--- config.mk ---
export PLATFORM = sky130hd
export DESIGN_NAME = vga_sync_gen
export DESIGN_NICKNAME = d
export VERILOG_FILES = /design/src/rtl/vga_pkg.sv /design/src/rtl/vga_delay_line.sv /design/src/rtl/vga_sync_gen.sv
export SDC_FILE = /design/constraint.sdc
export NUM_CORES = 1
export LEC_CHECK = 0
export ABC_AREA = 1
export BUFFER_PORTS_ARGS = -buffer_cell sky130_fd_sc_hd__buf_4
export CAP_MARGIN = 15
export CORE_UTILIZATION = 35
export CTS_BUF_LIST = sky130_fd_sc_hd__clkbuf_2 sky130_fd_sc_hd__clkbuf_4 sky130_fd_sc_hd__clkbuf_8
export DETAILED_ROUTE_END_ITERATION = 12
export SYNTH_ARGS = -nofsm -noshare
export SYNTH_HDL_FRONTEND = slang
export SYNTH_SLANG_ARGS = --single-unit
--- constraint.sdc ---
create_clock -name pixel_clk -period 1.2 [get_ports pixel_clk]
set_input_delay 0 -clock pixel_clk [delete_from_list [all_inputs] [get_ports pixel_clk]]
set_output_delay 0 -clock pixel_clk [all_outputs]
set_load 0.02 [all_outputs]
--- src/rtl/vga_pkg.sv ---
// vga_pkg: default 640x480@60 timing constants, control-bundle type and sizing helpers
package vga_pkg;
  localparam int DEF_H_ACTIVE = 640;
  localparam int DEF_H_FRONT  = 16;
  localparam int DEF_H_SYNC   = 96;
  localparam int DEF_H_BACK   = 48;
  localparam int DEF_V_ACTIVE = 480;
  localparam int DEF_V_FRONT  = 10;
  localparam int DEF_V_SYNC   = 2;
  localparam int DEF_V_BACK   = 33;
  typedef struct packed {
    logic hs;
    logic vs;
    logic de;
  } vga_ctl_t;
  function automatic int vga_total(input int active, input int front, input int sync, input int back);
    return active + front + sync + back;
  endfunction
  function automatic int cnt_w(input int total);
    return total > 1 ? $clog2(total) : 1;
  endfunction
endpackage

--- src/rtl/vga_delay_line.sv ---
// vga_delay_line: DEPTH-stage register delay cleared to zero on reset; DEPTH = 0 passes straight through
module vga_delay_line #(
  parameter int WIDTH = 3,
  parameter int DEPTH = 0
) (
  input  logic             clk,
  input  logic             rst,
  input  logic [WIDTH-1:0] d_i,
  output logic [WIDTH-1:0] q_o
);
  if (DEPTH == 0) begin : g_pass
    logic unused_clk_rst;
    assign unused_clk_rst = clk ^ rst;
    assign q_o = d_i;
  end else begin : g_pipe
    logic [WIDTH-1:0] stage_q [DEPTH];
    always_ff @(posedge clk) begin
      if (rst) stage_q <= '{default: '0};
      else begin
        stage_q[0] <= d_i;
        for (int i = 1; i < DEPTH; i++) stage_q[i] <= stage_q[i-1];
      end
    end
    assign q_o = stage_q[DEPTH-1];
  end
endmodule

--- src/rtl/vga_sync_gen.sv ---
// vga_sync_gen: parametrised VGA timing counters with latency-aligned, blanked colour output
module vga_sync_gen
  import vga_pkg::*;
#(
  parameter int H_ACTIVE   = DEF_H_ACTIVE,
  parameter int H_FRONT    = DEF_H_FRONT,
  parameter int H_SYNC     = DEF_H_SYNC,
  parameter int H_BACK     = DEF_H_BACK,
  parameter int V_ACTIVE   = DEF_V_ACTIVE,
  parameter int V_FRONT    = DEF_V_FRONT,
  parameter int V_SYNC     = DEF_V_SYNC,
  parameter int V_BACK     = DEF_V_BACK,
  parameter bit H_POL      = 1'b0,
  parameter bit V_POL      = 1'b0,
  parameter int COLOR_BITS = 2,
  parameter int PIPE_LAT   = 1,
  localparam int H_TOTAL   = vga_total(H_ACTIVE, H_FRONT, H_SYNC, H_BACK),
  localparam int V_TOTAL   = vga_total(V_ACTIVE, V_FRONT, V_SYNC, V_BACK),
  localparam int HW        = cnt_w(H_TOTAL),
  localparam int VW        = cnt_w(V_TOTAL),
  localparam int CW        = 3 * COLOR_BITS
) (
  input  logic          pixel_clk,
  input  logic          reset,
  input  logic [CW-1:0] color_data,
  output logic [HW-1:0] pixel_x,
  output logic [VW-1:0] pixel_y,
  output logic          line_start,
  output logic          frame_start,
  output logic          h_sync,
  output logic          v_sync,
  output logic          display_on,
  output logic [CW-1:0] rgb
);
  logic [HW-1:0] h_cnt_q, h_cnt_d;
  logic [VW-1:0] v_cnt_q, v_cnt_d;
  logic          h_end, v_end;
  vga_ctl_t      raw, dly;
  logic          h_sync_q, v_sync_q, de_q;
  logic [CW-1:0] rgb_q;
  always_comb begin
    h_end   = int'(h_cnt_q) == H_TOTAL - 1;
    v_end   = int'(v_cnt_q) == V_TOTAL - 1;
    h_cnt_d = h_end ? '0 : h_cnt_q + 1'b1;
    v_cnt_d = !h_end ? v_cnt_q : v_end ? '0 : v_cnt_q + 1'b1;
    raw.hs  = int'(h_cnt_q) >= H_ACTIVE + H_FRONT && int'(h_cnt_q) < H_ACTIVE + H_FRONT + H_SYNC;
    raw.vs  = int'(v_cnt_q) >= V_ACTIVE + V_FRONT && int'(v_cnt_q) < V_ACTIVE + V_FRONT + V_SYNC;
    raw.de  = int'(h_cnt_q) < H_ACTIVE && int'(v_cnt_q) < V_ACTIVE;
  end
  // Sync/enable wait PIPE_LAT-1 cycles so the final register meets the source's colour
  vga_delay_line #(.WIDTH($bits(vga_ctl_t)), .DEPTH(PIPE_LAT - 1)) u_dly (
    .clk(pixel_clk),
    .rst(reset),
    .d_i(raw),
    .q_o(dly)
  );
  always_ff @(posedge pixel_clk) begin
    if (reset) begin
      h_cnt_q  <= '0;
      v_cnt_q  <= '0;
      h_sync_q <= ~H_POL;
      v_sync_q <= ~V_POL;
      de_q     <= 1'b0;
      rgb_q    <= '0;
    end else begin
      h_cnt_q  <= h_cnt_d;
      v_cnt_q  <= v_cnt_d;
      h_sync_q <= dly.hs ? H_POL : ~H_POL;
      v_sync_q <= dly.vs ? V_POL : ~V_POL;
      de_q     <= dly.de;
      rgb_q    <= dly.de ? color_data : '0;
    end
  end
  assign pixel_x     = h_cnt_q;
  assign pixel_y     = v_cnt_q;
  assign line_start  = h_cnt_q == '0;
  assign frame_start = line_start && v_cnt_q == '0;
  assign h_sync      = h_sync_q;
  assign v_sync      = v_sync_q;
  assign display_on  = de_q;
  assign rgb         = rgb_q;
endmodule

# Word-level counts from Yosys, hierarchy flattened
# Index checks and enable logic that the tools add are counted.
# W data, S select, Z words.
dict set report word_totals {
  inputBits 8
  ff_bits 29
  word_cells 28
}
dict set report op_classes {
  n_mux 3
  reduce_logical 8
  bitwise_logic 1
  n_eq_ne 2
  magnitude_cmp 6
  addsub 2
}
# op count
set ops {}
lappend ops {{$add A10 B1 Y10 const B} 2}
lappend ops {{$logic_not A10 Y1} 2}
lappend ops {{$lt A10 B10 Y1 const B} 2}
lappend ops {{$lt A10 B9 Y1 const B} 2}
lappend ops {{$eq A10 B10 Y1 const B} 1}
lappend ops {{$eq A10 B9 Y1 const B} 1}
lappend ops {{$ge A10 B10 Y1 const B} 1}
lappend ops {{$ge A10 B9 Y1 const B} 1}
lappend ops {{$mux W10} 1}
lappend ops {{$logic_and A1 B1 Y1} 4}
lappend ops {{$reduce_or A2 Y1} 2}
lappend ops {{$mux W1} 2}
lappend ops {{$not A1 Y1} 1}

# Longest topological paths before layout
dict set report depth {
  depth_word 4
  depth_mapped 9
}

# Hierarchy
# From an unflattened synthesis, not the netlist that was laid out.
dict set report hier_totals {
  hier_cells 205
  hier_area_um2 1418.9
}
# module n_inst cells_each area_per_inst_um2 seq_area_each_um2
set by_module_without_submodules {}
lappend by_module_without_submodules {vga_sync_gen 1 202 1396.3 580.6}
lappend by_module_without_submodules {vga_delay_line 1 3 22.5 0.0}

# Worst setup path after synthesis
# Ideal clock, no wire load.
dict set report synth_path {
  path_kind {reg-to-reg}
  start {reg h_cnt_q[0], in the netlist pixel_x[0]}
  end {reg v_cnt_q[9], in the netlist pixel_y[9]}
  t_required_ns 1.085
  stages_incl_launch_ff 9
  setup_ns 0.115
  arrival_ns 1.368
  slack_ns -0.283
  synth_period_minus_slack_ns 1.483
  cell_sequence {dfxtp_1 > ha_1 > nand3_4 > nor2_8 > nand2_8 > nand2_8 > nand2_4 > nand2_1 > nor2_1}
}
dict set report synth_via {
  elab_chain_len 1
}
# item line
set synth_rtl {}
lappend synth_rtl {{start: declaration} vga_sync_gen.sv:35} ;# logic [HW-1:0] h_cnt_q, h_cnt_d;
lappend synth_rtl {{start signal: assignment} vga_sync_gen.sv:66} ;# h_cnt_q <= h_cnt_d;
lappend synth_rtl {{$eq A10 B9 Y1} vga_sync_gen.sv:42} ;# h_end = int'(h_cnt_q) == H_TOTAL - 1;
lappend synth_rtl {{end signal: assignment} vga_sync_gen.sv:67} ;# v_cnt_q <= v_cnt_d;
lappend synth_rtl {{end: declaration} vga_sync_gen.sv:36} ;# logic [VW-1:0] v_cnt_q, v_cnt_d;
# No other way between the ends.
# A chain may end at the register's enable or synchronous reset.

# Worst setup path after layout
dict set report layout_path {
  start {reg h_cnt_q[1], in the netlist pixel_x[1]}
  end {out frame_start}
}
dict set report layout_via {
  elab_chain_len 2
}
# item line
set layout_rtl {}
lappend layout_rtl {{$logic_not A10 Y1} vga_sync_gen.sv:76} ;# assign line_start = h_cnt_q == '0;
lappend layout_rtl {{$logic_and A1 B1 Y1} vga_sync_gen.sv:77} ;# assign frame_start = line_start && v_cnt_q == '0;
lappend layout_rtl {{end: declaration} vga_sync_gen.sv:29} ;# output logic frame_start,
# No other way between the ends.

==> summary.txt <==
Clock tree
  – H-tree depth: 2
  – Root buffer selected by CTS: clkbuf_8
  – Clk slew on worst S/H paths: 0.06 ns
  – Later-pin clock latency in the skew report: 0.29 ns
  – TritonCTS clock tree: built
  – Number of buffers created by CTS: 5
  – Clock Tree Buf Depth: 2
  – Clock Sink Count: 29

Route
  – # DRC: 0
  – Number of violations reported at the end of detailed-routing iteration 0: 73
  – Routed length per instance: 11.49 um
  – Routed via count divided by cell count: 4.567
  – Total wirelength of the detailed-routed design: 3849 um
  – Vias after detailed routing: 1530
  – Total iterations of the first detailed-routing run: 4
  – Antenna viol nets, final: 0

Global route
  – Global-route congestion overflow total: 0
  – Number of global-route vias before repair: 1396
  – Maximum number of pins on one net before global-route repair: 10
  – First-pass GRT wire length: 6368 um
  – GRT Util Overall: 19.55%
  – Initial antenna violation count: 0

Synth
  – Sequential-to-total area share from yosys stat: 39.42%
  – Count of warnings emitted by yosys: 0
  – Cell type with the highest aggregate area in the netlist: dfxtp_1
  – Syn Area/Cell: 7.254 um^2
  – Number of nets produced by synthesis: 216
  – Mapped cell area: 0.001473 mm^2
  – Count of unique library cells instantiated by Yosys: 26
  – Share of flip-flops with an asynchronous set or reset after synthesis: 0%
  – EDFF count, synth: 0
  – Seq cells post-synth: 29
  – Area contributors post-synth: dfxtp_1 39%, nand2_1 9.9%, nor2_1 9.2%
  – Cells after synthesis: 203
  – Most used flip-flop cell after synthesis: dfxtp_1
  – Top cell type's share of synthesized area: 39.42%

Power
  – Lkg Pwr: 1.084 nW
  – Worst vdd rail ir drop: 0.0005059 V
  – P per Cell Area: 908.2 mW/mm^2

Placed design
  – Routability cong.: 0.8462
  – Post-place setup slack: -0.1007 ns
  – Half-perimeter wire length of the detailed placement result: 2760 um
  – Buffers added on ports: 38
  – Placed cell count: 315

Setup path
  – Crit path buffers/inverters: 3
  – Kind of start point of the critical path: flop
  – Endpoint kind of the worst setup timing path: primary output
  – Worst Path Class, Setup: flop to primary output
  – Required @ worst endpoint: 1.20 ns
  – Cell at the slowest stage of the critical path: dfxtp_4
  – Data arrival, critical path: 1.40 ns
  – CP peak stage delay: 0.35 ns
  – Gate family responsible for the most delay along the worst path: simple AND/OR/NAND/NOR gates
  – Cells traversed along the worst timing path: inv_4 > ha_4 > inv_2 > nor3_2 > nand4_1 > nor2_2 > buf_6
  – Worst Path Max Fanout: 2

Layout
  – Core utilization of the finished layout: 58.79%
  – Fraction of layout cells with a size suffix above 1: 42.11%
  – Post-Layout Cell Count: 335
  – Number of antenna diodes: 0
  – Signed area change from the synthesized netlist to the final layout: 60.83%
  – Fin nets: 297

Run status
  – Outcome: finished, violations left
  – Failing checks: setup timing

Floorplanning
  – DIE HEIGHT: 66.87 um
  – Die W: 66.87 um
  – Num ports: 39
  – Row cnt: 23
  – Die area: 0.004471 mm^2
  – Core Area: 0.004029 mm^2
  – Initial standard-cell utilization of the core: 36.55%

Timing
  – Actual transition at the worst max-transition pin: 0.4834 ns
  – Clock Skews: 0.01266 ns
  – Number of endpoints with negative hold slack in the final report: 0
  – Count of final max-slew check failures: 0
  – Worst setup slack after layout: -0.1951 ns
  – Maximum clock frequency: 716.8 MHz
  – Setup repair after global routing missed its margin: yes
  – Minimum period implied by the final worst setup slack: 1.395 ns
  – Total setup violations reported at the end of the flow: 20
  – Max transition margin: 67.57%
  – Crit share post-route: 116.3%

Run
  – Max capacitance violation total: 0

Worst hold path
  – Worst hold-check path type: input port to flop
path summary, 6_finish.rpt:
check | start | end | slack, ns | cells past startpoint
max reg2reg | pixel_x[1] | pixel_y[8] | -0.17 | 9
max | pixel_x[1] | frame_start | -0.20 | 7
min reg2reg | pixel_x[4] | pixel_x[4] | 0.50 | 2
min | reset | pixel_x[2] | 0.31 | 4
cell usage in the layout (no fill, tap or decap):
cell type	synthesis	final
nand2_2	2	5
clkinv_1	1	1
clkbuf_8	0	7
xor2_1	2	2
buf_6	0	6
ha_4	0	3
or2_2	1	1
buf_4	0	60
dfxtp_2	0	5
nand4_1	10	10
dfxtp_1	29	20
o21ai_2	2	4
ha_1	5	2
nand3_4	1	1
o21ai_0	4	1
nor2_4	2	2
nand2_1	39	36
buf_12	0	1
nor3_4	0	1
o2111ai_1	1	1
nor3_1	5	3
dlygate4sd3_1	0	7
nor3_2	1	2
inv_1	30	26
a21oi_1	9	9
or3_1	1	1
nand2_8	2	3
inv_2	3	5
o21ai_1	0	1
nand3_2	0	3
nor2_1	36	34
clkinv_2	1	2
o211ai_1	1	1
dfxtp_4	0	4
nor2_2	0	2
inv_4	0	2
nand3_1	13	10
nor2_8	1	1
power breakdown:
| part | total (mW) | switching, mW | internal [mW] |
|---|---|---|---|
| combinational | 0.263 | 0.132 | 0.130 |
| sequential | 0.992 | 0.0127 | 0.980 |
| clock | 0.896 | 0.379 | 0.517 |
stage by stage:
step	cell area, um^2	power (mW)	hold WS [ns]	setup TNS (ns)
floorplan	1510	1.118	0.07178	-0.3723
global placement	2038	1.203	0.1808	-0.5250
finish	2369	2.151	0.3107	-2.777
CTS	2312	2.165	0.2808	-2.711
global route	2369	2.245	0.3286	-4.989
detailed placement	2038	1.207	0.1829	-0.8408
state kept, by name (all words and copies together), names as in the netlist:
name and cells:
pixel_x 10, rgb 6, h_sync 1, display_on 1
pixel_y 10, v_sync 1
worst reg2reg max path, stage by stage, from the launching register on:
cell,delay [ns]
dfxtp_4,0.35
buf_4,0.13
ha_4,0.15
nand3_4,0.10
nor2_8,0.15
nand2_8,0.09
nand2_8,0.10
nand2_8,0.08
nand2_1,0.07
nor2_1,0.03
metal layers:
metal / share of wire [%] / track usage [%]
met5: 0 / 0
met2: 47 / 31.57
met3: 4.2 / 5.308
met4: 1.8 / 7.979
met1: 47 / 24.25
layout make-up:
class                           instances  area, um^2
Sequential cell                        29       601.8
Multi-Input combinational cell        139       857.1
Clock buffer                            7       96.34
Fill cell                             374        1660
Inverter                               35       137.6
Clock inverter                          1       5.005
Tap cell                               50       62.56
Timing Repair Buffer                   74       608.1
timing repair:
item	CTS	global route
hold endpoints to repair	8	0
gates cloned	0	0
buffers inserted	4	1
hold buffers	7	0
setup endpoints to repair	15	26
gates resized for setup	17	16
pin swaps	9	8
Yosys cell counts, types with 3 or more instances:
cell type / n
nand2_1: 39
nor2_1: 36
inv_1: 30
dfxtp_1: 29
nand3_1: 13
nand4_1: 10
a21oi_1: 9
ha_1: 5
nor3_1: 5
o21ai_0: 4
inv_2: 3
cells by family after synthesis:
| kind of cell | Yosys count | synth area share [%] |
|---|---|---|
| compound gates | 17 | 6.712 |
| buf+inv | 35 | 9.005 |
| fa+ha+maj | 5 | 4.248 |
| xor+xnor | 2 | 1.190 |
| simple gates | 115 | 39.42 |
| flops | 29 | 39.42 |
Note: power is estimated with default switching activity, not from simulation.
